===== src/rtl/operand_fetch_unit_pkg.sv =====
// Shared types and defaults for the PDP-11 operand fetch unit.
package operand_fetch_unit_pkg;

  localparam int unsigned DATA_WIDTH_DEF = 16;
  localparam int unsigned ADDR_WIDTH_DEF = 16;
  localparam int unsigned NUM_REGS_DEF   = 8;
  localparam int unsigned SP_INDEX_DEF   = 6;
  localparam int unsigned PC_INDEX_DEF   = 7;

  typedef enum logic [2:0] {
    IDLE, CALC, FETCH_X, FETCH_PTR, FETCH_OPND, DONE
  } fetch_state_t;

  typedef enum logic [2:0] {
    REG, REG_DEF, AUTOINC, AUTOINC_DEF, AUTODEC, AUTODEC_DEF, INDEX, INDEX_DEF
  } addr_mode_t;

  // Modes that go through a pointer word before reaching the operand.
  function automatic logic is_ptr_mode(addr_mode_t m);
    return (m == AUTOINC_DEF) || (m == AUTODEC_DEF) || (m == INDEX_DEF);
  endfunction

endpackage


===== src/rtl/operand_fetch_unit_ea_calc.sv =====
// Combinational step size, register write-back, effective/pointer address and odd-address checks.
module ea_calc
  import operand_fetch_unit_pkg::*;
#(
  parameter int unsigned DATA_WIDTH = DATA_WIDTH_DEF,
  parameter int unsigned ADDR_WIDTH = ADDR_WIDTH_DEF,
  parameter int unsigned RSW        = 3,
  parameter int unsigned SP_INDEX   = SP_INDEX_DEF,
  parameter int unsigned PC_INDEX   = PC_INDEX_DEF
) (
  input  addr_mode_t            i_mode,
  input  logic [RSW-1:0]        i_reg_sel,
  input  logic                  i_byte_op,
  input  logic [DATA_WIDTH-1:0] i_r,
  input  logic [DATA_WIDTH-1:0] i_x,
  output logic                  o_wb_en,
  output logic [DATA_WIDTH-1:0] o_wb_val,
  output logic [ADDR_WIDTH-1:0] o_addr,
  output logic                  o_addr_odd,
  output logic [ADDR_WIDTH-1:0] o_idx,
  output logic                  o_idx_odd
);

  logic                  w_ptr;
  logic                  w_sp_pc;
  logic                  w_word;
  logic [DATA_WIDTH-1:0] w_step;
  logic [DATA_WIDTH-1:0] w_base;

  always_comb begin
    w_ptr    = is_ptr_mode(i_mode);
    w_sp_pc  = (i_reg_sel == RSW'(SP_INDEX)) || (i_reg_sel == RSW'(PC_INDEX));
    w_word   = !i_byte_op || w_ptr;
    w_step   = (i_byte_op && !w_sp_pc && !w_ptr) ? DATA_WIDTH'(1) : DATA_WIDTH'(2);
    o_wb_en  = 1'b0;
    o_wb_val = i_r;
    o_addr   = ADDR_WIDTH'(i_r);
    case (i_mode)
      AUTOINC, AUTOINC_DEF: begin
        o_wb_en  = 1'b1;
        o_wb_val = i_r + w_step;
      end
      AUTODEC, AUTODEC_DEF: begin
        o_wb_en  = 1'b1;
        o_wb_val = i_r - w_step;
        o_addr   = ADDR_WIDTH'(i_r - w_step);
      end
      default: ;
    endcase
    o_addr_odd = w_word && o_addr[0];
    // PC-relative indexing is taken from the PC already advanced past the index word.
    w_base    = (i_reg_sel == RSW'(PC_INDEX)) ? i_r + DATA_WIDTH'(2) : i_r;
    o_idx     = ADDR_WIDTH'(w_base + i_x);
    o_idx_odd = w_word && o_idx[0];
  end

endmodule


===== src/rtl/operand_fetch_unit.sv =====
// Multi-cycle PDP-11 operand fetcher: walks the addressing mode, applies register side effects, reads memory.
module operand_fetch_unit
  import operand_fetch_unit_pkg::*;
#(
  parameter int unsigned DATA_WIDTH = DATA_WIDTH_DEF,
  parameter int unsigned ADDR_WIDTH = ADDR_WIDTH_DEF,
  parameter int unsigned NUM_REGS   = NUM_REGS_DEF,
  parameter int unsigned SP_INDEX   = SP_INDEX_DEF,
  parameter int unsigned PC_INDEX   = PC_INDEX_DEF,
  localparam int unsigned RSW       = $clog2(NUM_REGS)
) (
  input  logic                  i_clock,
  input  logic                  i_reset,
  input  logic                  i_start,
  input  logic [2:0]            i_mode,
  input  logic [RSW-1:0]        i_reg_sel,
  input  logic                  i_byte_op,
  output logic                  o_busy,
  output logic                  o_done,
  output logic [DATA_WIDTH-1:0] o_operand,
  output logic [ADDR_WIDTH-1:0] o_eff_addr,
  output logic                  o_is_reg,
  output logic                  o_addr_err,
  output logic [RSW-1:0]        o_rf_rd_sel,
  input  logic [DATA_WIDTH-1:0] i_rf_rd_data,
  output logic                  o_rf_wr_en,
  output logic [RSW-1:0]        o_rf_wr_sel,
  output logic [DATA_WIDTH-1:0] o_rf_wr_data,
  output logic                  o_mem_req,
  output logic [ADDR_WIDTH-1:0] o_mem_addr,
  input  logic                  i_mem_ready,
  input  logic [DATA_WIDTH-1:0] i_mem_rdata
);

  fetch_state_t          r_state, w_state_nx;
  addr_mode_t            r_mode, w_mode_nx;
  logic [RSW-1:0]        r_reg, w_reg_nx;
  logic                  r_byte, w_byte_nx;
  logic [DATA_WIDTH-1:0] r_r, w_r_nx;
  logic [ADDR_WIDTH-1:0] r_ea, w_ea_nx;
  logic                  r_busy, w_busy_nx;
  logic                  r_done, w_done_nx;
  logic [DATA_WIDTH-1:0] r_operand, w_operand_nx;
  logic [ADDR_WIDTH-1:0] r_eff_addr, w_eff_addr_nx;
  logic                  r_is_reg, w_is_reg_nx;
  logic                  r_addr_err, w_addr_err_nx;
  logic                  r_wr_en, w_wr_en_nx;
  logic [RSW-1:0]        r_wr_sel, w_wr_sel_nx;
  logic [DATA_WIDTH-1:0] r_wr_data, w_wr_data_nx;
  logic                  r_mem_req, w_mem_req_nx;
  logic [ADDR_WIDTH-1:0] r_mem_addr, w_mem_addr_nx;
  logic [RSW-1:0]        w_rd_sel;
  logic                  w_hit;

  logic                  w_wb_en, w_addr_odd, w_idx_odd;
  logic [DATA_WIDTH-1:0] w_wb_val;
  logic [ADDR_WIDTH-1:0] w_addr, w_idx, w_ptr_ea;

  ea_calc #(
    .DATA_WIDTH(DATA_WIDTH), .ADDR_WIDTH(ADDR_WIDTH), .RSW(RSW),
    .SP_INDEX(SP_INDEX), .PC_INDEX(PC_INDEX)
  ) u_ea_calc (
    .i_mode(r_mode), .i_reg_sel(r_reg), .i_byte_op(r_byte), .i_r(r_r), .i_x(i_mem_rdata),
    .o_wb_en(w_wb_en), .o_wb_val(w_wb_val), .o_addr(w_addr), .o_addr_odd(w_addr_odd),
    .o_idx(w_idx), .o_idx_odd(w_idx_odd)
  );

  always_ff @(posedge i_clock or posedge i_reset) begin
    if (i_reset) begin
      r_state    <= IDLE;
      r_mode     <= REG;
      r_reg      <= '0;
      r_byte     <= 1'b0;
      r_r        <= '0;
      r_ea       <= '0;
      r_busy     <= 1'b0;
      r_done     <= 1'b0;
      r_operand  <= '0;
      r_eff_addr <= '0;
      r_is_reg   <= 1'b0;
      r_addr_err <= 1'b0;
      r_wr_en    <= 1'b0;
      r_wr_sel   <= '0;
      r_wr_data  <= '0;
      r_mem_req  <= 1'b0;
      r_mem_addr <= '0;
    end else begin
      r_state    <= w_state_nx;
      r_mode     <= w_mode_nx;
      r_reg      <= w_reg_nx;
      r_byte     <= w_byte_nx;
      r_r        <= w_r_nx;
      r_ea       <= w_ea_nx;
      r_busy     <= w_busy_nx;
      r_done     <= w_done_nx;
      r_operand  <= w_operand_nx;
      r_eff_addr <= w_eff_addr_nx;
      r_is_reg   <= w_is_reg_nx;
      r_addr_err <= w_addr_err_nx;
      r_wr_en    <= w_wr_en_nx;
      r_wr_sel   <= w_wr_sel_nx;
      r_wr_data  <= w_wr_data_nx;
      r_mem_req  <= w_mem_req_nx;
      r_mem_addr <= w_mem_addr_nx;
    end
  end

  always_comb begin
    w_state_nx    = r_state;
    w_mode_nx     = r_mode;
    w_reg_nx      = r_reg;
    w_byte_nx     = r_byte;
    w_r_nx        = r_r;
    w_ea_nx       = r_ea;
    w_operand_nx  = r_operand;
    w_eff_addr_nx = r_eff_addr;
    w_is_reg_nx   = r_is_reg;
    w_addr_err_nx = r_addr_err;
    w_wr_en_nx    = 1'b0;
    w_wr_sel_nx   = '0;
    w_wr_data_nx  = '0;
    w_mem_req_nx  = 1'b0;
    w_mem_addr_nx = '0;
    w_rd_sel      = i_reg_sel;
    w_hit         = i_mem_ready && r_mem_req;
    w_ptr_ea      = ADDR_WIDTH'(i_mem_rdata);

    case (r_state)
      IDLE: begin
        if (i_start) begin
          w_mode_nx     = addr_mode_t'(i_mode);
          w_reg_nx      = i_reg_sel;
          w_byte_nx     = i_byte_op;
          w_r_nx        = i_rf_rd_data;
          w_operand_nx  = '0;
          w_eff_addr_nx = '0;
          w_is_reg_nx   = 1'b0;
          w_addr_err_nx = 1'b0;
          w_state_nx    = CALC;
        end
      end
      CALC: begin
        w_rd_sel = RSW'(PC_INDEX);
        case (r_mode)
          REG: begin
            w_operand_nx = r_r;
            w_is_reg_nx  = 1'b1;
            w_state_nx   = DONE;
          end
          INDEX, INDEX_DEF: begin
            if (i_rf_rd_data[0]) begin
              w_addr_err_nx = 1'b1;
              w_state_nx    = DONE;
            end else begin
              w_mem_req_nx  = 1'b1;
              w_mem_addr_nx = ADDR_WIDTH'(i_rf_rd_data);
              w_state_nx    = FETCH_X;
            end
          end
          default: begin
            w_wr_en_nx   = w_wb_en;
            w_wr_sel_nx  = r_reg;
            w_wr_data_nx = w_wb_val;
            w_ea_nx      = w_addr;
            if (w_addr_odd) begin
              w_addr_err_nx = 1'b1;
              w_state_nx    = DONE;
            end else begin
              w_mem_req_nx  = 1'b1;
              w_mem_addr_nx = {w_addr[ADDR_WIDTH-1:1], 1'b0};
              w_state_nx    = is_ptr_mode(r_mode) ? FETCH_PTR : FETCH_OPND;
            end
          end
        endcase
      end
      FETCH_X: begin
        w_rd_sel      = RSW'(PC_INDEX);
        w_mem_req_nx  = r_mem_req;
        w_mem_addr_nx = r_mem_addr;
        if (w_hit) begin
          // mem_addr still holds the PC the index word came from.
          w_wr_en_nx    = 1'b1;
          w_wr_sel_nx   = RSW'(PC_INDEX);
          w_wr_data_nx  = DATA_WIDTH'(r_mem_addr + ADDR_WIDTH'(2));
          w_ea_nx       = w_idx;
          w_mem_req_nx  = 1'b0;
          w_mem_addr_nx = '0;
          if (w_idx_odd) begin
            w_addr_err_nx = 1'b1;
            w_state_nx    = DONE;
          end else begin
            w_mem_req_nx  = 1'b1;
            w_mem_addr_nx = {w_idx[ADDR_WIDTH-1:1], 1'b0};
            w_state_nx    = (r_mode == INDEX_DEF) ? FETCH_PTR : FETCH_OPND;
          end
        end
      end
      FETCH_PTR: begin
        w_mem_req_nx  = r_mem_req;
        w_mem_addr_nx = r_mem_addr;
        if (w_hit) begin
          w_ea_nx       = w_ptr_ea;
          w_mem_req_nx  = 1'b0;
          w_mem_addr_nx = '0;
          if (!r_byte && w_ptr_ea[0]) begin
            w_addr_err_nx = 1'b1;
            w_state_nx    = DONE;
          end else begin
            w_mem_req_nx  = 1'b1;
            w_mem_addr_nx = {w_ptr_ea[ADDR_WIDTH-1:1], 1'b0};
            w_state_nx    = FETCH_OPND;
          end
        end
      end
      FETCH_OPND: begin
        w_mem_req_nx  = r_mem_req;
        w_mem_addr_nx = r_mem_addr;
        if (w_hit) begin
          w_mem_req_nx  = 1'b0;
          w_mem_addr_nx = '0;
          w_eff_addr_nx = r_ea;
          if (!r_byte)
            w_operand_nx = i_mem_rdata;
          else if (r_ea[0])
            w_operand_nx = DATA_WIDTH'(i_mem_rdata[15:8]);
          else
            w_operand_nx = DATA_WIDTH'(i_mem_rdata[7:0]);
          w_state_nx = DONE;
        end
      end
      DONE: w_state_nx = IDLE;
      default: w_state_nx = IDLE;
    endcase

    w_busy_nx = (w_state_nx != IDLE);
    w_done_nx = (w_state_nx == DONE);
  end

  // The read select is the only combinational output; forced to 0 while in reset.
  assign o_rf_rd_sel  = i_reset ? '0 : w_rd_sel;
  assign o_busy       = r_busy;
  assign o_done       = r_done;
  assign o_operand    = r_operand;
  assign o_eff_addr   = r_eff_addr;
  assign o_is_reg     = r_is_reg;
  assign o_addr_err   = r_addr_err;
  assign o_rf_wr_en   = r_wr_en;
  assign o_rf_wr_sel  = r_wr_sel;
  assign o_rf_wr_data = r_wr_data;
  assign o_mem_req    = r_mem_req;
  assign o_mem_addr   = r_mem_addr;

endmodule


===== config.mk =====
export PLATFORM = sky130hd
export DESIGN_NAME = operand_fetch_unit
export DESIGN_NICKNAME = d
export VERILOG_FILES = /design/src/rtl/operand_fetch_unit_pkg.sv /design/src/rtl/operand_fetch_unit_ea_calc.sv /design/src/rtl/operand_fetch_unit.sv
export SDC_FILE = /design/constraint.sdc
export NUM_CORES = 1
export LEC_CHECK = 0
export BUFFER_PORTS_ARGS = -buffer_cell sky130_fd_sc_hd__buf_2
export CAP_MARGIN = 30
export CORE_MARGIN = 5
export CORE_UTILIZATION = 40
export CTS_BUF_LIST = sky130_fd_sc_hd__clkbuf_8
export DETAILED_ROUTE_END_ITERATION = 12
export GPL_ROUTABILITY_DRIVEN = 0
export SYNTH_ARGS = -nofsm -noshare
export SYNTH_HDL_FRONTEND = slang
export SYNTH_HIERARCHICAL = 1
export SYNTH_SLANG_ARGS = --single-unit

===== constraint.sdc =====
create_clock -name i_clock -period 3.2 [get_ports i_clock]
set_input_delay 0 -clock i_clock [delete_from_list [all_inputs] [get_ports i_clock]]
set_output_delay 0 -clock i_clock [all_outputs]
set_load 0.1 [all_outputs]

==> impl_metrics.tcl, run 1 <==
set metrics [dict create \
    setup-violations-final 0 \
    final_common_cell "nand2_1" \
    synthDistinctLibCells 73 \
    synth.net_count 999 \
    post-dp-hpwl_um 21500 \
    status "completed" \
    design.die.area_mm2 0.0234 \
    worst_slew_pin_slew_ns 0.926 \
    synth-seq-cells 114 \
    cellPowerDensity_mw_per_mm2 1240 \
    required_ns 3.53 \
    antenna_found_initial 0 \
    fin_crit_sh 0.990 \
    grt_overflow_total 0 \
    worst_setup_path_start_kind "flop" \
    grt_max_degree 75 \
    viasPerCell 5.76 \
    synth_warnings 6 \
    cts_made_buffers 17 \
    hold_viol 0 \
    hp-class "in2reg" \
    drv_cap 0 \
    grt_pass1_vias 7757 \
    diodes 0 \
    slew_viol_final 0 \
    finalWorstSetupSlack_ns 0.0313 \
    fin_skew_ns 0.0109 \
    clk_latency_ns 0.46 \
    rsz0062_at_grt "true" \
    vias 8008 \
    syn_area_per_cell_um2 8.81 \
    chipWidth_um 153 \
    die_height_um 153 \
    drive_gt1_frac 0.284 \
    initial_core_util 0.406 \
    netlist_area_mm2 0.00818 \
    nNetsFinal 1178 \
    antenna_left 0 \
    root_buffer "clkbuf_8" \
    final_cell_mix "124 x nand2_1, 117 x buf_2, 108 x dfrtp_1" \
    drt-initial-drc-count 946 \
    area_growth_syn_to_layout_pct 25.2 \
    htreeDepth 4 \
    layoutNonFillerInstCount 1391 \
    synthCells 929 \
    drc 0 \
    core_area_mm2 0.0202 \
    first_pass_iters 5 \
    synth_edf_count 0 \
    place_inst 1329 \
    cp_max_fo 6 \
    ios 119 \
    relSlewSlack 0.383 \
    clockBufferDepth 2 \
    yosysSeqAreaShare 0.349 \
    wl_per_cell_um 21.0 \
    clk_pin_slew_ns 0.08 \
    tritoncts "built" \
    p_leak_nw 4.74 \
    rows 52 \
    pre_cts_ws_ns -0.220 \
    synth_flop_cell "dfrtp_1" \
    path_class "reg2reg" \
    vdd_ir_drop_max_mv 0.522 \
    grt_first_pass_wirelength_um 45700 \
    worst_ep_arrival_time_ns 3.50 \
    numClockSinks 114 \
    period_minus_slack_ns 3.17 \
    finalWirelength_um 29200 \
    power_mw 12.7 \
    io_buffers 117 \
    track_usage 0.247 \
    async_flop_share 1.00 \
    fmaxAchievable_ghz 0.316 \
    endpoint_kind "flop" \
]
==> logic make-up (layout without fill, tap and decap cells) <==
kind of cell / Yosys count / after routing / synth area share
DFF: 114 / 114 / 0.349
AOI/OAI and AO/OA: 239 / 239 / 0.197
buffers and inverters: 102 / 294 / 0.0575
adders and majority gates: 27 / 27 / 0.0440
and+or+nand+nor: 311 / 311 / 0.189
muxes: 81 / 81 / 0.105
other: 1 / 1 / 0.000458
xor gates and xnor gates: 54 / 54 / 0.0578
==> worst max-delay path, stage by stage (launching register included) <==
cell and delay, ns:
dfrtp_1 0.38, and3_4 0.24, and3_4 0.22, nand2_2 0.10, nor2_2 0.17, xor2_2 0.20
ha_4 0.25, a21oi_1 0.17, o21ai_0 0.12, a21oi_1 0.17, buf_4 0.16, mux2i_1 0.20
nand2_1 0.15, mux2i_1 0.18, nor2_1 0.08, a21oi_1 0.15, mux2i_1 0.09
==> stage by stage <==
| step | hold WS, ns | area [um^2] | utilization | setup TNS [ns] |
|---|---|---|---|---|
| 2_1_floorplan | 0.150 | 8180 | - | 0 |
| 3_3_place_gp | 0.236 | 9390 | 0.466 | -0.319 |
| 3_5_place_dp | 0.239 | 9390 | 0.466 | -0.645 |
| 4_1_cts | 0.00624 | 10100 | 0.499 | 0 |
| 5_1_grt | 0.0286 | 10200 | 0.508 | -0.0977 |
| 6_report | 0.0386 | 10200 | 0.508 | 0 |
==> final timing paths <==
check	from	endpoint	slack, ns	depth (start not counted)
min in group asynchronous	i_reset	o_eff_addr[4]	0.54	4
setup / recovery	r_reg[0]	r_ea[14]	0.03	16
hold reg to reg	r_ea[7]	o_eff_addr[7]	0.49	2
hold / removal	i_mem_rdata[13]	o_operand[13]	0.04	3
max in group asynchronous	i_reset	r_state[0]	2.09	5
setup reg to reg	r_reg[0]	r_ea[14]	0.03	16
==> area by class of cell <==
class,count,area (um^2)
fill,1931,9930
multi-input combinational,713,5000
sequential,114,2860
timing repair buffer,227,1510
tap,270,338
clock buffer,17,234
clock inverter,15,158
inverter,35,134
==> Yosys cell counts (all sizes together) (5+ instances only) <==
cell type	count	share of area
nand3	28	0.018
a21o	9	0.0083
a22o	28	0.030
a21oi	59	0.038
dfrtp	114	0.35
a211oi	5	0.0046
clkbuf	28	0.013
buf	39	0.028
o21ai	65	0.040
nor2	59	0.027
nand2b	8	0.0061
o211ai	8	0.0073
nand2	126	0.058
xor2	26	0.028
xnor2	28	0.030
mux2	40	0.055
and2	7	0.0054
mux2i	41	0.050
nor2b	9	0.0069
and3	6	0.0046
a221o	18	0.022
or4	5	0.0050
ha	24	0.037
nor4	5	0.0057
nor3	17	0.013
o31ai	9	0.0083
inv	34	0.016
nand4	27	0.021
==> metal layers <==
layer / GRT usage / wire length (um)
met1: 0.357 / 13200
met2: 0.371 / 12800
met3: 0.0599 / 2620
met4: 0.0645 / 586
met5: 0 / 0
==> power breakdown <==
group	internal [mW]	switching [mW]	leakage [nW]
logic	2.89	5.81	3.07
registers	1.98	0.669	1.47
clock network	0.698	0.693	0.194
total	5.57	7.17	4.74
==> what timing repair did <==
action,CTS,global route
setup buffers,0,1
endpoints found under the setup margin,8,21
pin swaps,0,10
hold buffers,27,1
endpoints found under the hold margin,115,2
gates resized for setup,5,34
No activity file was read; power rests on OpenSTA's default activity.
==> run 2: changes to the inputs <==
Settings changed: CORE_MARGIN 5 to not set.
==> run 2 against run 1 <==
  * Hold slack worse by 0.0026 ns
  * Final cell count fell by 0.43%
  * Combinational power about the same
  * Clock skew up 0.0064 ns
  * Routed wire length decreased by 0.74%
  * Clock-buffer cell count up 1
  * Critical path depth down 1
  * Register-to-register slack better by 0.06 ns
==> impl_metrics.tcl, run 2 (synthesis results as in run 1) <==
set metrics [dict create \
    ios 119 \
    track_usage 0.277 \
    required_ns 3.53 \
    cellPowerDensity_mw_per_mm2 1250 \
    core_area_mm2 0.0198 \
    antenna_found_initial 0 \
    nNetsFinal 1177 \
    final_common_cell "nand2_1" \
    chipWidth_um 145 \
    viasPerCell 5.80 \
    pre_cts_ws_ns -0.111 \
    worst_slew_pin_slew_ns 0.913 \
    clockBufferDepth 2 \
    area_growth_syn_to_layout_pct 24.3 \
    drt-initial-drc-count 805 \
    slew_viol_final 0 \
    r2r_end "r_ea[12]" \
    rows 51 \
    design_area_mm2 0.0102 \
    root_buffer "clkbuf_8" \
    fin_crit_sh 0.971 \
    path_class "reg2reg" \
    worst_ep_arrival_time_ns 3.44 \
    rrSetupSlack_ns 0.09 \
    antenna_left 0 \
    grt_pass1_vias 7792 \
    vias 8029 \
    fillers 1894 \
    fmaxAchievable_ghz 0.322 \
    crit_path_start "r_r[5]" \
    min_from "i_mem_rdata[8]" \
    io_buffers 117 \
    finalWorstSetupSlack_ns 0.0927 \
    hold_viol 0 \
    relSlewSlack 0.391 \
    drive_gt1_frac 0.274 \
    cp_max_fo 6 \
    grt_overflow_total 0 \
    endpoint_kind "flop" \
    tritoncts "built" \
    setup-violations-final 0 \
    drv_cap 0 \
    grt_first_pass_wirelength_um 44700 \
    die_height_um 145 \
    first_pass_iters 7 \
    cts_made_buffers 17 \
    p_leak_nw 4.73 \
    period_minus_slack_ns 3.11 \
    wl_per_cell_um 20.9 \
    clk_pin_slew_ns 0.08 \
    power_mw 12.7 \
    fin_skew_ns 0.0173 \
    clk_latency_ns 0.46 \
    diodes 0 \
    min_to "o_operand[8]" \
    finalWirelength_um 29000 \
    layoutNonFillerInstCount 1385 \
    worst_setup_path_start_kind "flop" \
    r2r_start "r_r[5]" \
    initial_core_util 0.414 \
    rr_worst_depth 15 \
    design.die.area_mm2 0.0210 \
    placed_cell_area_mm2 0.00937 \
    status "completed" \
    final_cell_mix "125 x nand2_1, 117 x buf_2, 113 x dfrtp_1" \
    vdd_ir_drop_max_mv 0.624 \
    grt_max_degree 42 \
    drc 0 \
    post-dp-hpwl_um 21300 \
    place_inst 1323 \
    hold_path_depth 3 \
    hp-class "in2reg" \
    numClockSinks 114 \
    htreeDepth 4 \
    fin_hold_ws_ns 0.0360 \
]
[run 2: what timing repair did]
action                                  in CTS  in global routing
hold buffers                                26                  0
setup buffers                                0                  4
endpoints found under the setup margin       4                 16
resized for setup                            5                 27
hold endpoints to repair                    79                  0
pin swaps                                    0                  7
gates cloned                                 0                  0
[run 2: power breakdown]
group / total (mW) / internal, mW / switching (mW)
clock network: 1.38 / 0.708 / 0.672
logic: 8.73 / 2.87 / 5.86
registers: 2.60 / 1.97 / 0.632
total: 12.7 / 5.55 / 7.16
[run 2: worst max-delay path, cell delays in order (launching register included)]
cell and delay [ns]:
dfrtp_1 0.49, and3_1 0.30, nand2_1 0.18, nor2_2 0.16, xor2_1 0.19, ha_2 0.34
a21oi_1 0.16, o21ai_0 0.11, a21oi_1 0.14, buf_4 0.16, o21ai_0 0.11, xnor2_1 0.16
mux2i_1 0.14, nor2_1 0.08, a21oi_1 0.18, mux2i_1 0.09
[run 2: final cells by class]
| type | count | area, um^2 | share of cell area |
|---|---|---|---|
| multi-input cells | 713 | 4990 | 0.491 |
| flip-flops and latches | 114 | 2850 | 0.281 |
| repair buffers | 226 | 1470 | 0.144 |
| well taps | 265 | 332 | 0.0326 |
| clock buffers | 18 | 248 | 0.0244 |
| clock inverters | 14 | 140 | 0.0138 |
| inverters | 35 | 134 | 0.0132 |
[run 2: worst max path at each step]
stage | cells past startpoint | slack [ns] | endpoint
floorplan | 1 | 0.18 | o_addr_err
global placement | 15 | -0.12 | r_ea[15]
detailed placement | 12 | -0.11 | o_mem_addr[13]
CTS | 15 | 0.02 | r_ea[15]
global route | 15 | -0.009 | r_ea[15]
finish | 15 | 0.09 | r_ea[12]
[run 2: per-stage QoR]
| stage | setup TNS, ns | utilization |
|---|---|---|
| 2_1_floorplan | 0 | - |
| 3_3_place_gp | -0.204 | 0.473 |
| 3_5_place_dp | -0.267 | 0.473 |
| 4_1_cts | 0 | 0.507 |
| 5_1_grt | -0.00942 | 0.514 |
| 6_report | 0 | 0.514 |
[run 2: metal layers]
metal  global-route usage  share of wire  routed length [um]  vias up
met5                    0              0                   0        -
met4                0.113          0.033                 966        0
met3               0.0623          0.087                2520       56
li1                     -              -                   -     3697
met1                0.391           0.46               13300     3849
met2                0.406           0.42               12200      427
==> run 3: changes to the inputs <==
Settings changed: CORE_UTILIZATION 40 to 45, PLACE_DENSITY set to 0.7.
Clock period 3.2 ns to 3.47 ns, I/O delays scaled along.
==> run 3 against run 2 <==
  * Critical path depth is 1 lower
  * Die area is 11% lower
  * Hold slack better by 0.011 ns
  * Clock-buffer cell count is 2 higher
  * Routed wire length is 5.3% lower
  * Sequential share of layout area is 0.92 points higher
  * Worst setup slack better by 0.12 ns
  * Highest routed layer unchanged
==> impl_metrics.tcl, run 3 (synthesis results as in run 1) <==
set metrics [dict create \
    vias 8009 \
    status "completed" \
    path_class "reg2reg" \
    chipWidth_um 137 \
    tritoncts "built" \
    r2r_end "o_mem_addr[13]" \
    rr_worst_depth 14 \
    rsz0062_at_grt "false" \
    hold_path_depth 3 \
    core_area_mm2 0.0175 \
    fillers 1567 \
    drt-initial-drc-count 887 \
    worst_slew_pin_slew_ns 0.945 \
    initial_core_util 0.467 \
    hold_viol 0 \
    setup-violations-final 0 \
    rows 48 \
    endpoint_kind "flop" \
    clk_pin_slew_ns 0.08 \
    r2r_start "r_reg[1]" \
    slew_viol_final 0 \
    post-dp-hpwl_um 19900 \
    fin_crit_sh 0.939 \
    worst_setup_path_start_kind "flop" \
    drv_cap 0 \
    worst_ep_arrival_time_ns 3.62 \
    finalWirelength_um 27500 \
    design.die.area_mm2 0.0187 \
    die_height_um 137 \
    period_minus_slack_ns 3.26 \
    cp_max_fo 5 \
    rrSetupSlack_ns 0.21 \
    cts_made_buffers 17 \
    required_ns 3.83 \
    wl_per_cell_um 20.9 \
    min_from "i_mem_rdata[13]" \
    track_usage 0.301 \
    fmaxAchievable_ghz 0.307 \
    nNetsFinal 1144 \
    final.setup.tns_ns 0 \
    htreeDepth 4 \
    numClockSinks 114 \
    antenna_left 0 \
    relSlewSlack 0.365 \
    grt_first_pass_wirelength_um 42000 \
    hp-class "in2reg" \
    area_growth_syn_to_layout_pct 20.5 \
    first_pass_iters 8 \
    grt_overflow_total 0 \
    clockBufferDepth 2 \
    root_buffer "clkbuf_8" \
    final_common_cell "nand2_1" \
    diodes 0 \
    clk_latency_ns 0.47 \
    design_area_mm2 0.00986 \
    drive_gt1_frac 0.239 \
    antenna_found_initial 0 \
    placed_cell_area_mm2 0.00907 \
    grt_max_degree 71 \
    fin_skew_ns 0.0152 \
    viasPerCell 6.10 \
    io_buffers 117 \
    ios 119 \
    min_to "o_operand[13]" \
    grt_pass1_vias 7418 \
    drc 0 \
    final_cell_mix "124 x nand2_1, 117 x buf_2, 110 x dfrtp_1" \
]
-- run 3: timing repair --
item	4_1_cts	5_1_grt
gates resized for setup	0	15
hold buffers	29	0
endpoints found under the hold margin	113	0
buffers inserted	0	3
setup endpoints to repair	0	14
-- run 3: layout make-up --
type                            instances  area [um^2]  share of cell area
Sequential cell                       114         2860               0.290
Inverter                               35          134              0.0136
Multi-Input combinational cell        713         4910               0.498
Timing Repair Buffer                  193         1270               0.129
Tap cell                              225          282              0.0286
Clock buffer                           20          275              0.0279
Clock inverter                         12          131              0.0133
-- run 3: critical path: stages (launching register included) --
cell      delay (ns)
dfrtp_1         0.40
and3_4          0.26
nand4_1         0.12
buf_4           0.18
nor2_2          0.17
xor2_1          0.19
ha_1            0.31
a21oi_1         0.24
o21ai_0         0.15
o31ai_1         0.22
o311ai_1        0.18
xor2_1          0.19
a32oi_1         0.19
nor3_1          0.06
a221o_1         0.27
-- run 3: layer usage --
layer	track usage	part of all wire	wire (um)	up-vias
met5	0	0	0	-
met4	0.143	0.039	1080	0
met3	0.0707	0.10	2850	74
met2	0.439	0.43	11700	499
met1	0.417	0.43	11800	3802
li1	-	-	-	3634
-- run 3: worst max-delay path by stage --
stage	slack, ns	end	startpoint	cells after the start
3_5_place_dp	0.07	o_mem_addr[13]	r_reg[2]	12
6_report	0.21	o_mem_addr[13]	r_reg[1]	14
5_1_grt	0.01	o_rf_wr_data[8]	r_mode[2]	15
3_3_place_gp	0.13	o_mem_addr[13]	r_reg[1]	12
2_1_floorplan	0.45	o_addr_err	i_reset	1
4_1_cts	0.04	r_ea[12]	r_reg[1]	16
-- run 3: per-stage QoR --
stage	utilization	setup slack (ns)	hold WS [ns]	cells
3_5_place_dp	0.517	0.0674	0.242	1247
5_1_grt	0.562	0.00958	0.0326	1312
2_1_floorplan	-	0.454	0.150	929
6_report	0.562	0.211	0.0474	1312
3_3_place_gp	0.517	0.128	0.235	1247
4_1_cts	0.557	0.0425	0.0114	1308
Power of run 3 is not shown: default switching activity piles up to over one toggle a cycle in this logic, so the estimate is an artifact.
